$ cat config.mk
export PLATFORM = sky130hd
export DESIGN_NAME = instruction_fetch_sequencer
export DESIGN_NICKNAME = d
export VERILOG_FILES = /design/src/rtl/instruction_fetch_sequencer_pkg.sv /design/src/rtl/instruction_fetch_sequencer.sv
export SDC_FILE = /design/constraint.sdc
export NUM_CORES = 1
export LEC_CHECK = 0
export ABC_AREA = 1
export BUFFER_PORTS_ARGS = -buffer_cell sky130_fd_sc_hd__buf_2
export CORE_MARGIN = 3
export CORE_UTILIZATION = 51
export DETAILED_ROUTE_END_ITERATION = 6
export GPL_TIMING_DRIVEN = 0
export PLACE_DENSITY = 0.92
export SLEW_MARGIN = 20
export SYNTH_ARGS = -nofsm -noshare
export SYNTH_HDL_FRONTEND = slang
export SYNTH_SLANG_ARGS = --single-unit
$ cat constraint.sdc
create_clock -name clk -period 1.6 [get_ports clk]
set_input_delay 0.24 -clock clk [delete_from_list [all_inputs] [get_ports clk]]
set_output_delay 0.24 -clock clk [all_outputs]
set_load 0.01 [all_outputs]
$ cat src/rtl/instruction_fetch_sequencer_pkg.sv
// -----------------------------------------------------------------------------
// instruction_fetch_sequencer_pkg
// Shared definitions for the instruction fetch sequencer: the fetch state
// encoding, the instruction size used for sequential PC advance, and the
// alignment mask used to validate redirect targets.
// -----------------------------------------------------------------------------
package instruction_fetch_sequencer_pkg;

  typedef enum logic [1:0] {
    FETCH  = 2'd0,  // request presented, address = pc
    WAIT   = 2'd1,  // one request outstanding, awaiting response
    HOLD   = 2'd2,  // fetched word presented to decode
    HALTED = 2'd3   // misaligned redirect seen; only reset leaves
  } fetch_state_e;

  localparam logic [31:0] INSTRUCTION_BYTES = 32'd4;
  localparam logic [31:0] ALIGN_MASK        = 32'h0000_0003;

  function automatic logic is_aligned(input logic [31:0] address);
    return (address & ALIGN_MASK) == 32'h0;
  endfunction

endpackage

$ cat src/rtl/instruction_fetch_sequencer.sv
// -----------------------------------------------------------------------------
// instruction_fetch_sequencer
// Owns the architectural PC. Issues one instruction-memory read at a time,
// presents each fetched word with its PC to decode, and applies redirects from
// the jump/branch units, cancelling any in-flight or held fetch. A redirect to
// a target that is not 4-byte aligned halts fetch and raises a sticky error.
//
// Ports
//   clk, reset                  clock, synchronous active-high reset
//   redirect_valid/_target      resolved control transfer and its new PC
//   imem_request_*              read request (valid/ready) and word address
//   imem_response_*             returned instruction word
//   instruction_valid/_ready    handshake to decode
//   instruction                 held instruction word
//   instruction_program_counter PC of the held instruction
//   misaligned_jump_error       sticky misaligned-redirect flag
// -----------------------------------------------------------------------------
module instruction_fetch_sequencer
  import instruction_fetch_sequencer_pkg::*;
#(
  parameter logic [31:0] RESET_VECTOR = 32'h0000_0000
) (
  input  logic        clk,
  input  logic        reset,
  input  logic        redirect_valid,
  input  logic [31:0] redirect_target,
  output logic        imem_request_valid,
  input  logic        imem_request_ready,
  output logic [31:0] imem_request_address,
  input  logic        imem_response_valid,
  input  logic [31:0] imem_response_data,
  output logic        instruction_valid,
  input  logic        instruction_ready,
  output logic [31:0] instruction,
  output logic [31:0] instruction_program_counter,
  output logic        misaligned_jump_error
);

  fetch_state_e state, state_next;
  logic [31:0]  pc, pc_next;
  logic         discard, discard_next;
  logic         error_next;
  logic         capture;
  logic         request_fire;
  logic         redirect_ok;
  logic         redirect_bad;

  // The request valid register mirrors "state is FETCH" except while reset is
  // held, so valid reads 0 during reset and rises the first cycle after.
  assign request_fire = imem_request_valid & imem_request_ready;
  assign redirect_ok  = redirect_valid &  is_aligned(redirect_target);
  assign redirect_bad = redirect_valid & ~is_aligned(redirect_target);

  // ---------------------------------------------------------------------------
  // Next-state / next-PC logic
  // ---------------------------------------------------------------------------
  always_comb begin
    // NOTE: every signal written here gets a default first; a path that leaves
    // one unassigned would infer a latch.
    state_next   = state;
    pc_next      = pc;
    discard_next = discard;
    error_next   = misaligned_jump_error;
    capture      = 1'b0;

    unique case (state)
      FETCH: begin
        if (redirect_ok) pc_next = redirect_target;
        if (request_fire) begin
          state_next   = WAIT;
          // The request just issued fetches the old PC; drop its response.
          discard_next = redirect_ok;
        end
      end

      WAIT: begin
        if (redirect_ok) begin
          pc_next = redirect_target;
          if (imem_response_valid) begin
            // Outstanding response arrives with the redirect: drop it now.
            state_next   = FETCH;
            discard_next = 1'b0;
          end else begin
            discard_next = 1'b1;
          end
        end else if (imem_response_valid) begin
          discard_next = 1'b0;
          if (discard) begin
            state_next = FETCH;
          end else begin
            capture    = 1'b1;
            state_next = HOLD;
          end
        end
      end

      HOLD: begin
        // A redirect wins over the sequential advance; a same-cycle accept
        // still counts as consumed by decode.
        if (redirect_ok) begin
          pc_next    = redirect_target;
          state_next = FETCH;
        end else if (instruction_ready) begin
          pc_next    = pc + INSTRUCTION_BYTES;
          state_next = FETCH;
        end
      end

      HALTED: ;

      default: state_next = HALTED;
    endcase

    if (redirect_bad) begin
      error_next   = 1'b1;
      state_next   = HALTED;
      discard_next = 1'b0;
    end
  end

  // ---------------------------------------------------------------------------
  // State and datapath registers
  // ---------------------------------------------------------------------------
  always_ff @(posedge clk) begin
    // NOTE: sequential state uses non-blocking assignments so every register
    // samples pre-edge values regardless of statement order.
    if (reset) begin
      state                       <= FETCH;
      pc                          <= RESET_VECTOR;
      discard                     <= 1'b0;
      misaligned_jump_error       <= 1'b0;
      imem_request_valid          <= 1'b0;
      instruction                 <= 32'h0;
      instruction_program_counter <= 32'h0;
    end else begin
      state                 <= state_next;
      pc                    <= pc_next;
      discard               <= discard_next;
      misaligned_jump_error <= error_next;
      imem_request_valid    <= (state_next == FETCH);
      if (capture) begin
        instruction                 <= imem_response_data;
        instruction_program_counter <= pc;
      end
    end
  end

  assign imem_request_address = pc;
  assign instruction_valid    = (state == HOLD);

endmodule

==> results of run 1 <==
==> state kept, by name, summed over array words and instances (netlist names) <==
name                         cells
imem_request_address            32
imem_request_valid               1
misaligned_jump_error            1
state                            2
instruction                     32
discard                          1
instruction_program_counter     32
==> synth_stat cells (7+ instances only) <==
master,instances,area share (%)
a21oi_1,90,9.0
buf_2,15,1.5
buf_4,10,1.5
clkbuf_1,17,1.3
dfxtp_1,101,41
inv_1,46,3.5
inv_2,7,0.53
nand2_1,198,15
nand3_1,104,10
nor2_1,46,3.5
nor2_2,11,1.4
o21ai_0,17,1.7
o21ai_1,15,1.5
==> logic make-up after synthesis <==
group / count (synthesis) / share of synthesized area [%]
fa+ha+maj: 1 / 0.2512
mux: 1 / 0.2010
compound gates: 136 / 14.55
flops: 101 / 40.60
xor+xnor: 3 / 0.5277
buf+inv: 98 / 8.719
simple gates: 388 / 35.15
==> cell type report <==
class / count / share of cell area (%)
Clock inverter: 7 / 1.679
Timing Repair Buffer: 170 / 13.51
Antenna cell: 1 / 0.03950
Multi-Input combinational cell: 529 / 40.67
Sequential cell: 101 / 32.47
Inverter: 55 / 3.259
Buffer: 43 / 3.871
Clock buffer: 9 / 1.955
Tap cell: 129 / 2.548
==> metal layers <==
metal  vias to the layer above  GRT usage [%]
met3                        38          6.362
met5                         -              0
met2                       273          43.81
met1                      2560          35.21
met4                         0          7.685
li1                       2743              -
==> path summary, 6_finish.rpt <==
check,startpoint,end,slack [ns],depth (start not counted)
setup reg to reg,imem_request_address[7]$_SDFFE_PP0P_,imem_request_address[30]$_SDFFE_PP0P_,0.08,9
setup / recovery,imem_request_address[7]$_SDFFE_PP0P_,imem_request_address[30]$_SDFFE_PP0P_,0.08,9
hold / removal,imem_response_data[12],instruction[12]$_SDFFE_PP0P_,0.12,3
hold reg to reg,instruction[11]$_SDFFE_PP0P_,instruction[11]$_SDFFE_PP0P_,0.46,2
==> critical path, stage by stage, from the launching register on <==
cell and delay [ns]:
dfxtp_2 0.43, nand2_1 0.15, nor2_2 0.19, nand2_1 0.07, nor2_1 0.21, nand2_1 0.09
nand2_1 0.06, nand3_1 0.07, nand2_1 0.07, a21oi_1 0.05
==> what timing repair did <==
action | CTS | global route
endpoints found under the setup margin | 6 | 51
pin swaps | 0 | 3
gates resized for setup | 4 | 42
buffers inserted | 0 | 2
==> stage by stage <==
step / setup slack, ns / TNS (ns)
after floorplan: 0.09234 / 0
after global placement: -0.03590 / -0.08360
after detailed placement: -0.07149 / -0.1707
after CTS: 0.01394 / 0
after global routing: -0.03480 / -0.04714
final: 0.07960 / 0
==> power groups by stage <==
stage                     clock, W  combinational [W]  sequential [W]
after floorplan                  0           0.000446         0.00281
after global placement           0           0.000785         0.00279
after detailed placement         0           0.000800         0.00280
after CTS                  0.00187           0.000806         0.00274
after global routing       0.00197           0.000923         0.00277
final                      0.00187           0.000831         0.00275
==> metrics.cfg, run 1 <==
[global_routing]
first_global_vias = 4984
first_pass_grt_wire_length_microns = 24230
grt_start_max_net_pins = 19
grt.total_usage_pct = 26.76
globalRouteOverflowTotal = 0
grt_antenna_before_repair = 1

[synth]
netlist_instances = 728
synthesis.area_per_instance_sq_um = 6.840
synth_area_sq_um = 4980
ys_seq_elements = 101
postSynthNetCount = 799
yosys_cell_types = 38
synthesis_warning_total = 0
async_reset_ff_share_pct = 0
synth_edf_count = 0
synth-seq-area-share_pct = 40.60
yosys_most_used_dff = dfxtp_1

[timing]
rsz0062_at_grt = yes
achievable-frequency_mhz = 657.7
final_max_slew_viol_count = 0
fin_worst_skew_ns = 0.01127
period_share_pct = 95.02
worst-slew-pin-transition_ns = 0.6522
max_slew_margin_pct = 56.52
finalHoldWorstSlack_ns = 0.1243
finalHoldViolations = 0
setup_viol_count_final = 0
layout_min_cycle_time_ns = 1.520

[route]
topRoutingLayerUsed = met4
totalWireLength_microns = 15180
met3_length_microns = 1380
wire_per_inst_microns = 14.54
first_drt_iteration_drcs = 386
wl_met2_microns = 7062
drc = 0
final_ant_viol_nets = 0
dr_vias = 5614
m1WireLength_microns = 6330
route.detailed.vias_per_inst = 5.377
firstDrtPassIters = 5

[finish]
regArea_sq_um = 2057
final_cell_mix = nand2_1 (196), buf_2 (176), nand3_1 (104), a21oi_1 (90), dfxtp_1 (79)
syn_to_final_growth_pct = 27.21
final_layout_size_suffix_gt1_share_pct = 30.74
layout.nets = 980
final_core_util_pct = 67.60
footprint_of_the_multi_input_gates_sq_um = 2576
nFillCells = 874
stdcell_count = 1044
layout.cells.most_common = nand2_1
fin_area_sq_um = 6335

[clocking]
cts_root_buffer = clkbuf_8
clkLatencyLatePin_ns = 0.37
total_cts_buffers = 9
clock_tree.buffer_depth = 2
cts_sinks = 101
tritoncts_clock_tree = built
hold_fix_buffers_at_cts = 0
cts.clk_slew.worst_paths_ns = 0.11
htree_num_levels = 3

[place]
placedCellCount = 1025
cell_area_reported_after_detailed_placement_sq_um = 5982
dp_hpwl_microns = 11290
placement.io_buffers = 168
gp_congestion = 0.9399

[pwr]
power.density_nw_per_um2 = 861.7
total_leakage_power_nw = 2.688
p_comb_share_pct = 15.2
psw_w = 0.001600
seq_power_share_pct = 50.4
power_frac_clock_pct = 34.3
vdd.ir_drop.worst_mv = 0.6122
fin_total_pwr_w = 0.005459
power_switching_share_pct = 29.30
internal_power_w = 0.003859

[flow_run]
cap_viol_max_count = 0

[critical_path]
timing.critical_path.to_type = register
critPathRequiredTime_ns = 1.84
path_max_fanout = 6
cp-start-kind = register
critical_path_arrival_ns = 1.76
critical_path_class = reg -> reg

[floorplanning]
die_w_microns = 104.8
die-area_sq_um = 10990
std_cell_rows = 35
design.portCount = 169
core_sq_um = 9371
floorplan.initialDensity_pct = 53.14
dieHeight_microns = 104.8

[min_path]
worstHoldPathType = in -> reg

[run_status]
status = finished, final reports clean

(Power assumes the default switching activity.)
==> inputs of run 2 (changes only) <==
- CORE_MARGIN: 3 -> 10
- GPL_ROUTABILITY_DRIVEN: unset -> 0
==> run 2 against run 1 <==
Critical path type unchanged; sequential power is essentially flat; global-route usage down 4.5 points; via count rose by 0.39%; combinational power increased by 2.8%.
==> metrics.cfg, run 2 (synthesis gave the netlist of run 1 again) <==
[run_status]
status = finished, final reports clean

[floorplanning]
die-area_sq_um = 14120  ; +28%
design.portCount = 169  ; unchanged
dieHeight_microns = 118.8  ; +13%
die_w_microns = 118.8  ; +13%
core_sq_um = 9639  ; +2.9%
floorplan.initialDensity_pct = 51.66  ; -1.5 points
std_cell_rows = 36  ; +2.9%

[finish]
nFillCells = 923  ; +5.6%
final_layout_size_suffix_gt1_share_pct = 31.26  ; +0.51 points
regArea_sq_um = 2052  ; -0.24%
footprint_of_the_multi_input_gates_sq_um = 2616  ; +1.6%
number_of_antenna_diodes = 0  ; -1
final_core_util_pct = 65.84  ; -1.8 points
layout.nets = 981  ; +0.10%
layout.cells.most_common = nand2_1
syn_to_final_growth_pct = 27.44
final_cell_mix = nand2_1 (194), buf_2 (176), nand3_1 (104), a21oi_1 (90), dfxtp_1 (81)

[route]
drc = 0  ; unchanged
firstDrtPassIters = 6  ; +1
wire_per_inst_microns = 15.79  ; +8.6%
final_ant_viol_nets = 0  ; unchanged
route.detailed.vias_per_inst = 5.378  ; about the same
first_drt_iteration_drcs = 661  ; +71%
totalWireLength_microns = 16550  ; +9.0%
dr_vias = 5636  ; +0.39%

[min_path]
worstHoldPathType = in -> reg
hold_depth = 3  ; unchanged
worst_hold_startpoint = imem_response_data[14]
worstHoldEndpoint = instruction[14]$_SDFFE_PP0P_

[critical_path]
path_max_fanout = 5  ; -1
critPathRequiredTime_ns = 1.84  ; about the same
critical_path_arrival_ns = 1.74  ; -0.02 ns
cp-start-kind = register
worst_path_max_delay_cell = dfxtp_4
critical_path_class = reg -> reg
worstPathCellList = ha_4 > nand3_1 > nor2_2 > nand3_1 > nand2_1 > nand3_1 > nand3_1 > a21oi_1
ff2ff_setup_slack_ns = 0.10  ; +0.02 ns
timing.critical_path.to_type = register
crit_family = simple AND/OR/NAND/NOR gates
critical_path.n_buffers_inverters = 0  ; unchanged
timing.critical_path.mode_cell = nand3_1
regToRegEndpoint = imem_request_address[16]$_SDFFE_PP0P_
slowest_delay_ns = 0.39  ; -0.04 ns
reg2regPathDepth = 8  ; -1
timing.rr.start = imem_request_address[3]$_SDFFE_PP0P_

[pwr]
seq_power_share_pct = 53.2  ; +2.8 points
psw_w = 0.001622  ; +1.4%
p_comb_share_pct = 16.5  ; +1.3 points
power_switching_share_pct = 31.32  ; +2.0 points
vdd.ir_drop.worst_mv = 0.3964  ; -35%
total_leakage_power_nw = 2.691  ; about the same
power.density_nw_per_um2 = 815.9  ; -5.3%
power_frac_clock_pct = 30.3  ; -4.0 points
internal_power_w = 0.003556  ; -7.9%

[clocking]
cts.clk_slew.worst_paths_ns = 0.11  ; about the same
tritoncts_clock_tree = built
total_cts_buffers = 9  ; unchanged
clkLatencyLatePin_ns = 0.37  ; about the same
clock_tree.buffer_depth = 2  ; unchanged
htree_num_levels = 3  ; unchanged
hold_fix_buffers_at_cts = 0  ; unchanged
cts_root_buffer = clkbuf_8
cts_sinks = 101  ; unchanged

[timing]
max_slew_margin_pct = 58.03  ; +1.5 points
setup_viol_count_final = 0  ; unchanged
fin_worst_skew_ns = 0.01445  ; +0.003183 ns
final_max_slew_viol_count = 0  ; unchanged
layout_min_cycle_time_ns = 1.497  ; -0.02333 ns
achievable-frequency_mhz = 668.0  ; +1.6%
period_share_pct = 93.57  ; -1.5 points
worst-slew-pin-transition_ns = 0.6296  ; -0.02266 ns
rsz0062_at_grt = yes
finalHoldViolations = 0  ; unchanged
finalHoldWorstSlack_ns = 0.1219  ; -0.002449 ns
post-route-worst-setup-slack_ns = 0.1029  ; +0.02333 ns

[global_routing]
grt.total_usage_pct = 22.26  ; -4.5 points
grt_antenna_before_repair = 0  ; -1
first_global_vias = 5350  ; +7.3%
globalRouteOverflowTotal = 0  ; unchanged
first_pass_grt_wire_length_microns = 26500  ; +9.3%
grt_start_max_net_pins = 20  ; +1

[place]
placement.io_buffers = 168  ; unchanged
place_worst_setup_slack_ns = -0.1248  ; -0.05332 ns
dp_hpwl_microns = 12620  ; +12%

[flow_run]
cap_viol_max_count = 0  ; unchanged

run 2: tightest hold or removal path, delay by kind of cell:
| family | cells | cell delay [ns] |
|---|---|---|
| buf+inv | 1 | 0.09 |
| compound gates | 1 | 0.06 |
| simple gates | 1 | 0.07 |
run 2: repair_timing:
item	in CTS	in global routing
setup buffers	0	3
setup endpoints to repair	9	68
pin swaps	0	4
resized for setup	5	51
run 2: power groups by stage:
stage                     clock network, W  registers (W)  logic (W)
final                              0.00157        0.00275   0.000854
after global routing               0.00167        0.00277   0.000944
after CTS                          0.00157        0.00274   0.000811
after detailed placement                 0        0.00280   0.000808
after global placement                   0        0.00280   0.000792
after floorplan                          0        0.00281   0.000446
run 2: final cells by class:
cell class	instances	area share, %
buffer	43	3.924
clock buffer	9	1.952
clock inverter	7	1.045
inverter	55	3.293
multi-input combinational	529	41.23
sequential	101	32.33
tap	133	2.622
timing repair buffer	171	13.60
run 2: worst max path at each step:
stage	startpoint	to	slack [ns]	cells after the start
3_3_place_gp	imem_request_address[2]$_SDFFE_PP0P_	imem_request_address[22]$_SDFFE_PP0P_	-0.09	10
6_report	imem_request_address[3]$_SDFFE_PP0P_	imem_request_address[16]$_SDFFE_PP0P_	0.10	8
3_5_place_dp	imem_request_address[2]$_SDFFE_PP0P_	imem_request_address[22]$_SDFFE_PP0P_	-0.12	10
2_1_floorplan	imem_request_address[2]$_SDFFE_PP0P_	imem_request_address[14]$_SDFFE_PP0P_	0.09	10
4_1_cts	imem_request_address[7]$_SDFFE_PP0P_	imem_request_address[29]$_SDFFE_PP0P_	0.01	9
5_1_grt	imem_request_address[6]$_SDFFE_PP0P_	imem_request_address[22]$_SDFFE_PP0P_	-0.02	9
run 2: through the flow:
stage                     total power, W  area (sq um)  setup TNS [ns]  cells
after floorplan                 0.003254          4980               0    728
after global placement          0.003588          5987         -0.3378   1029
after detailed placement        0.003608          5987         -0.5399   1029
after CTS                       0.005127          6190               0   1045
after global routing            0.005387          6346        -0.03843   1048
final                           0.005178          6346               0   1048
run 2: routing by layer:
metal | routed length, microns | vias up | part of all wire [%] | global-route usage, %
met5 | 0 | - | 0 | 0
met4 | 380 | 0 | 2.3 | 8.321
met3 | 1710 | 37 | 10 | 5.196
met2 | 7792 | 307 | 47 | 36.72
met1 | 6669 | 2541 | 40 | 27.69
li1 | - | 2751 | - | -
